## src/rtl/alu_share_arbiter.sv

```systemverilog
// Round-robin arbiter sharing one external 32-bit ALU between two requesters.
// Operands are registered, executed for one cycle, and the result is held on a single response channel.
module alu_share_arbiter #(
  parameter int unsigned WIDTH = 32
) (
  input  logic             clk,
  input  logic             reset,
  input  logic             req0_valid,
  output logic             req0_ready,
  input  logic [WIDTH-1:0] req0_a,
  input  logic [WIDTH-1:0] req0_b,
  input  logic [3:0]       req0_op,
  input  logic             req1_valid,
  output logic             req1_ready,
  input  logic [WIDTH-1:0] req1_a,
  input  logic [WIDTH-1:0] req1_b,
  input  logic [3:0]       req1_op,
  output logic [WIDTH-1:0] alu_a,
  output logic [WIDTH-1:0] alu_b,
  output logic [3:0]       alu_ctrl,
  input  logic [WIDTH-1:0] alu_result,
  input  logic             alu_zero,
  output logic             resp_valid,
  input  logic             resp_ready,
  output logic             resp_id,
  output logic [WIDTH-1:0] resp_result,
  output logic             resp_zero,
  output logic             resp_err
);

  typedef enum logic [1:0] {IDLE, EXEC, RESP} state_t;

  state_t           state;
  logic             rr_ptr;
  logic [WIDTH-1:0] op_a;
  logic [WIDTH-1:0] op_b;
  logic [3:0]       op_ctrl;
  logic             op_id;
  logic             grant0;
  logic             grant1;
  logic             legal;

  // Grants are held low while reset is asserted.
  always_comb begin
    grant0 = 1'b0;
    grant1 = 1'b0;
    if (state == IDLE && !reset) begin
      if (rr_ptr) begin
        grant1 = req1_valid;
        grant0 = req0_valid & ~req1_valid;
      end else begin
        grant0 = req0_valid;
        grant1 = req1_valid & ~req0_valid;
      end
    end
  end

  always_comb begin
    case (op_ctrl)
      4'b0000, 4'b0001, 4'b0010, 4'b0110: legal = 1'b1;
      default:                            legal = 1'b0;
    endcase
  end

  assign req0_ready = grant0;
  assign req1_ready = grant1;
  assign alu_a      = op_a;
  assign alu_b      = op_b;
  assign alu_ctrl   = op_ctrl;

  always_ff @(posedge clk) begin
    if (reset) begin
      state       <= IDLE;
      rr_ptr      <= 1'b0;
      op_a        <= '0;
      op_b        <= '0;
      op_ctrl     <= '0;
      op_id       <= 1'b0;
      resp_valid  <= 1'b0;
      resp_id     <= 1'b0;
      resp_result <= '0;
      resp_zero   <= 1'b0;
      resp_err    <= 1'b0;
    end else begin
      case (state)
        IDLE: begin
          if (grant0 || grant1) begin
            op_a    <= grant1 ? req1_a  : req0_a;
            op_b    <= grant1 ? req1_b  : req0_b;
            op_ctrl <= grant1 ? req1_op : req0_op;
            op_id   <= grant1;
            rr_ptr  <= grant0;
            state   <= EXEC;
          end
        end
        EXEC: begin
          resp_id    <= op_id;
          resp_valid <= 1'b1;
          if (legal) begin
            resp_result <= alu_result;
            resp_zero   <= alu_zero;
            resp_err    <= 1'b0;
          end else begin
            resp_result <= '0;
            resp_zero   <= 1'b0;
            resp_err    <= 1'b1;
          end
          state <= RESP;
        end
        RESP: begin
          if (resp_ready) begin
            resp_valid <= 1'b0;
            state      <= IDLE;
          end
        end
        default: state <= IDLE;
      endcase
    end
  end

endmodule

```

## config.mk

```make
export PLATFORM = sky130hd
export DESIGN_NAME = alu_share_arbiter
export DESIGN_NICKNAME = d
export VERILOG_FILES = /design/src/rtl/alu_share_arbiter.sv
export SDC_FILE = /design/constraint.sdc
export NUM_CORES = 1
export LEC_CHECK = 0
export ABC_AREA = 1
export BUFFER_PORTS_ARGS = -buffer_cell sky130_fd_sc_hd__clkbuf_2
export CAP_MARGIN = 25
export CORE_MARGIN = 2
export CORE_UTILIZATION = 37
export DETAILED_ROUTE_END_ITERATION = 6
export MAX_ROUTING_LAYER = met4
export PLACE_DENSITY = 0.75
export REMOVE_ABC_BUFFERS = 1
export SETUP_SLACK_MARGIN = 0.3
export SLEW_MARGIN = 0
export SYNTH_ARGS = -nofsm -noshare
export SYNTH_HDL_FRONTEND = slang
export SYNTH_SLANG_ARGS = --single-unit
```

## constraint.sdc

```tcl
create_clock -name clk -period 1.3 [get_ports clk]
set_clock_uncertainty 0.1 [all_clocks]
set_input_delay 0.13 -clock clk [delete_from_list [all_inputs] [get_ports clk]]
set_output_delay 0.13 -clock clk [all_outputs]
set_load 0.02 [all_outputs]
```

# After elaboration in Yosys (flattened, before gate mapping)
# Index checks and enable logic that the tools add are counted.
# op_classes
muxes	16
bitwise	4
reduce_logical	10
n_eq_ne	7
# op_table
cell	n
2-to-1 mux 32 bit	3
2-to-1 mux 1 bit	8
case mux 2 bit (3 select lines)	1
AND reduction 2 bit	3
== test 4 x 1 -> 1 bit, second input constant	1
== test 4 x 2 -> 1 bit, second input constant	1
== test 4 x 3 -> 1 bit, second input constant	1
zero test 4 bit	1
2-to-1 mux 2 bit	2
2-to-1 mux 4 bit	1
OR reduction 4 bit	1
AND 1 bit	2
== test 2 x 1 -> 1 bit, second input constant	1
== test 2 bit, second input constant	1
zero test 2 bit	1
!= test 2 x 1 -> 1 bit, second input constant	1
!= test 2 bit, second input constant	1
NOT 1 bit	2
case mux 1 bit (2 select lines)	1
nonzero test 2 bit	1
logical AND 1 bit	1
zero test 1 bit	1
logical OR 1 bit	1
# totals
input_bits	174
output_inout_bits	106
wordCells	48
register_bits	108

# Longest topological paths before layout
# logic_depth
word_depth	7
depth_mapped	9
ltp_nobuf	8

# Least setup slack after synthesis
# No wires, ideal clock.
# synth_timing
path_type	register to register
start	register state[1]
end	register op_ctrl[1] (netlist: alu_ctrl[1])
period_less_slack_ns	1.347
path_buffers	2
required_time_ns	1.089
setup_time_ns	0.111
path_stages_with_launch	10
setup_slack_ns	-0.047
t_arrival_ns	1.136
path_cell_list	dfxtp_1 -> inv_2 -> nand2_1 -> nor2_2 -> nand2_2 -> buf_2 -> buf_6 -> nand3_1 -> nand2_1 -> nor2_1
# synth_between
elab_chain_cells	5
elab_cells_between_ends	7
classes_between	mux (3); reduce/logical (4)
# synth_rtl
item	line	source
start: declaration	33	state_t state;
start signal: assignment	73	state <= IDLE;
start signal: assignment	93	state <= EXEC;
start signal: assignment	108	state <= RESP;
zero test 2 bit (*)	47, 85	
logical AND 1 bit	47	if (state == IDLE && !reset) begin
2-to-1 mux 1 bit	47	
logical OR 1 bit	87	if (grant0 || grant1) begin
AND reduction 2 bit (no source line)	n/a	
end signal: assignment	90	op_ctrl <= grant1 ? req1_op : req0_op;
end: declaration	37	logic [3:0] op_ctrl;
# Mark *: on every way between the ends. The rest lies on a longest branch, timed or not.
# A chain may end at the register's enable or synchronous reset.

# Final worst setup path
# layout_timing
start	register state[0]
end	register resp_result[17]
# layout_between
elab_chain_cells	1
# layout_rtl
item	line	source
== test 2 x 1 -> 1 bit	85	case (state)
end signal: assignment	100	resp_result <= alu_result;
end: declaration	26	output logic [WIDTH-1:0] resp_result,
# No other way between the ends.

==> results list <==
- For this design, the sink count on the clock tree is 108.
- TritonCTS built the clock tree.
* Commonest cells in the synthesized netlist: sky130_fd_sc_hd__nand2_1 (280), sky130_fd_sc_hd__nor2_1 (208), sky130_fd_sc_hd__dfxtp_1 (108), sky130_fd_sc_hd__inv_1 (74), sky130_fd_sc_hd__nand3b_1 (67)
- The congestion estimate from routability-driven global placement came to between 0.8 and 0.9.
- Data on the critical path is required at its endpoint by 1.46 ns.
* Min-delay worst type: in -> reg
- Number of cell rows: between 40 and 50
* Post-layout net count: 1517
- Biggest area contributors in the synthesized netlist: sky130_fd_sc_hd__dfxtp_1 (40%), sky130_fd_sc_hd__nand2_1 (20%), sky130_fd_sc_hd__nor2_1 (15%)
- The root buffer cell chosen for the clock tree is sky130_fd_sc_hd__clkbuf_16.
- From left edge to right edge, the die measures 124 um.
- Compared with the post-synthesis result, the final layout area differs by 127%.
- Summed over all layers, the global routing overflow is 0.
* Number of instances in the synthesized netlist: 844
* Count of cell types in the netlist: 20
- The synthesized netlist occupies a cell area of approximately 5300 um2.
- Each instance of the synthesized netlist takes up on average ~6.3 um2.
- Final critical-path required period: 1.88 ns
* Startpoint type of the worst setup path: flip-flop
- The via count of the first global-routing pass is 8150.
* Most repeated cell in the gate-level netlist after synthesis: sky130_fd_sc_hd__nand2_1
* Violation count after the first detailed-route iteration: 1032
- From bottom edge to top edge, the die measures 124 um.
- Slowest CP cell: sky130_fd_sc_hd__dfxtp_2
* Yosys top cell by area: sky130_fd_sc_hd__dfxtp_1
- Dividing the detail-routed wire length by the instance count gives between 20 and 25 um.
- Count of synthesis-stage warnings from yosys: 0
- Setup slack on the worst reg-to-reg path comes out at -0.58 ns.
- The run finished, with violations left.
* Synthesized flop and latch total: 108
- Hold Violations, Final: 0
* Clock buffer count from CTS: 9
- The checks that failed: setup timing.
* Async set-or-reset flop fraction in the synthesized netlist: 0%
- Based on the critical path, the design can be clocked at up to 532 MHz.
- Global routing consumed, over all layers together, 35.8% of the routing resources.
- The first TritonRoute pass finished after 5 iterations.
* Max incr delay on CP: about 0.33 ns
* Crit-path max FO: 6
* Count of endpoints failing setup in the final report: 108
* Cell area reported after detailed placement: about 7100 um2
- HPWL after detailed placement: 11.3 mm
* Die area: roughly 15000 um2
- Setup repair after global routing could not meet its margin everywhere.
- Antenna viol nets, final: 0
* Crit. End Element: flip-flop
* Critical Path, Cell by Cell: inv_2, buf_4, buf_6, nor2_4, inv_2, nor2_4, buf_6, buf_16, nand2_2, a21oi_2
- Final period util: 145%
* Worst Max-Slew Pin Slew: 0.686 ns
* Critical path start-end classification: reg -> reg
- Proportion of layout cells with a drive suffix above 1: 52.7%
- Core box area: 14000 um2
- The routed layout has slightly below 9k vias.
- For this run, the leading register cell type out of synthesis is sky130_fd_sc_hd__dfxtp_1.
- Dividing total power by cell area gives a power density of 1020 nW/um2.
* Global-route wire length before repair: 43.0 mm
- At the worst endpoint, the arrival time is around 2.0 ns.
- The longest clock path from root to sink contains 2 buffers.
* Worst max-slew margin expressed relative to the limit: between 50% and 60%
- Port Buffer Count: 279
- For this run, design rule violations remaining after detail routing come to 0.
- VDD sags by at most 767 uV.
- I/O pin count: 280
- Number of antenna violations at the first check in global routing: 3
- For this configuration, the core starts out at a cell density of 38.2%.
- CTS built an H-tree with a depth of 3.
- Clock latency on the worst-skew pair, taken at its later pin, is around 0.35 ns.
* Final Routed Wirelength: 36.4 mm
- With fillers left out, the area of the finished cells amounts to 12100 um2.
* Number of enable flip-flop cells after synthesis: 0
- The top cell type by area accounts for 40.4% of the synthesized area.
- Static Leak: 6.13 nW
* Share of the core filled with cells: 86.6%
- Per-cell via count in the routed design: 5.68
- After clock tree synthesis, the clock-pin slew on the worst setup and hold paths is 0.10 ns.
- The share of the Yosys chip area taken by registers is 40.4%.
- The number of max-slew violations in the final report is 0.
- Total of max-cap violations: 0
- Entering global routing, the biggest net connects 56 pins.
- Setup slack of the critical path after layout: -0.580 ns
## metrics by stage
stage	setup TNS, ns	instances	worst slack (ns)	total power (W)	hold WS [ns]
floorplan	-115.71	790	-1.64	0.00542	0.0991
global placement	-12.98	1286	-0.187	0.00652	0.245
detailed placement	-13.75	1286	-0.201	0.00655	0.241
CTS	-23.41	1502	-0.360	0.0110	0.00114
global route	-43.26	1531	-0.655	0.0127	0.0306
finish	-38.31	1531	-0.580	0.0124	0.00193
## registers in the layout (all words and copies together), names as in the netlist
signal and cells:
alu_a 32, alu_b 32, resp_result 32, alu_ctrl 4, state 2, op_id 1
resp_err 1, resp_id 1, resp_valid 1, resp_zero 1, rr_ptr 1
## critical path, delay by kind of cell (launching register included)
kind                   cells  cell delay (ns)
AO/OA/AOI/OAI              1             0.26
flip-flops                 1             0.33
buffers and inverters      6             0.69
AND/OR/NAND/NOR            3             0.41
## metal layers
| metal | global-route usage (%) | part of all wire [%] |
|---|---|---|
| met1 | 34.3 | 31 |
| met2 | 63.4 | 47 |
| met3 | 9.47 | 11 |
| met4 | 23.4 | 11 |
| met5 | - | 0 |
## power by group
group | total, W | switching, W | leakage [nW] | internal, W
Sequential | 0.00409 | 0.000356 | 0.929 | 0.00373
Clock | 0.00295 | 0.00156 | 0.151 | 0.00140
Combinational | 0.00531 | 0.00262 | 5.05 | 0.00268
## cells by family (layout without fill, tap and decap cells)
| group | after synthesis | in the layout | share of synthesized area (%) |
|---|---|---|---|
| other | 0 | 3 | 0 |
| AOI/OAI and AO/OA | 40 | 40 | 3.88 |
| and+or+nand+nor | 564 | 564 | 44.7 |
| buffers and inverters | 132 | 636 | 11.0 |
| DFF | 108 | 108 | 40.4 |
## cells in the final DEF, fill, tap and decap left out, types with 11 or more instances in the layout
cell,synthesis,final
sky130_fd_sc_hd__nand2_1,280,186
sky130_fd_sc_hd__clkbuf_2,0,173
sky130_fd_sc_hd__nor2_1,208,158
sky130_fd_sc_hd__dlygate4sd3_1,0,141
sky130_fd_sc_hd__dfxtp_2,0,103
sky130_fd_sc_hd__buf_8,0,76
sky130_fd_sc_hd__inv_1,74,71
sky130_fd_sc_hd__nand3b_1,67,67
sky130_fd_sc_hd__nand2_2,1,57
sky130_fd_sc_hd__buf_6,5,50
sky130_fd_sc_hd__buf_4,7,49
sky130_fd_sc_hd__nor2_2,1,37
sky130_fd_sc_hd__nand2_4,0,36
sky130_fd_sc_hd__a21oi_2,1,27
sky130_fd_sc_hd__buf_16,0,22
sky130_fd_sc_hd__buf_12,0,21
sky130_fd_sc_hd__nor2_4,1,15
sky130_fd_sc_hd__clkbuf_16,0,11
## path summary, 6_finish.rpt
kind                                   endpoint  cells after the start       startpoint
worst min-delay path                  alu_a[19]                      5       req1_a[19]
worst min register to register  resp_result[11]                      2  resp_result[11]
worst max-delay path            resp_result[17]                     10         state[0]
worst max register to register  resp_result[17]                     10         state[0]
## timing repair
item	4_1_cts	5_1_grt
resized for setup	359	370
endpoints found under the hold margin	100	0
hold buffers	141	0
pin swaps	32	66
cloned	24	2
setup endpoints to repair	214	214
buffers inserted	35	24
## cell type report
type | instances | area [um2]
clock inverter | 7 | 81.3
clock buffer | 9 | 225
timing repair buffer | 542 | 5570
fill | 569 | 1870
inverter | 78 | 293
tap | 180 | 225
sequential | 108 | 2300
antenna | 3 | 7.51
multi-input combinational | 604 | 3410
No activity file was read; power rests on OpenSTA's default activity.
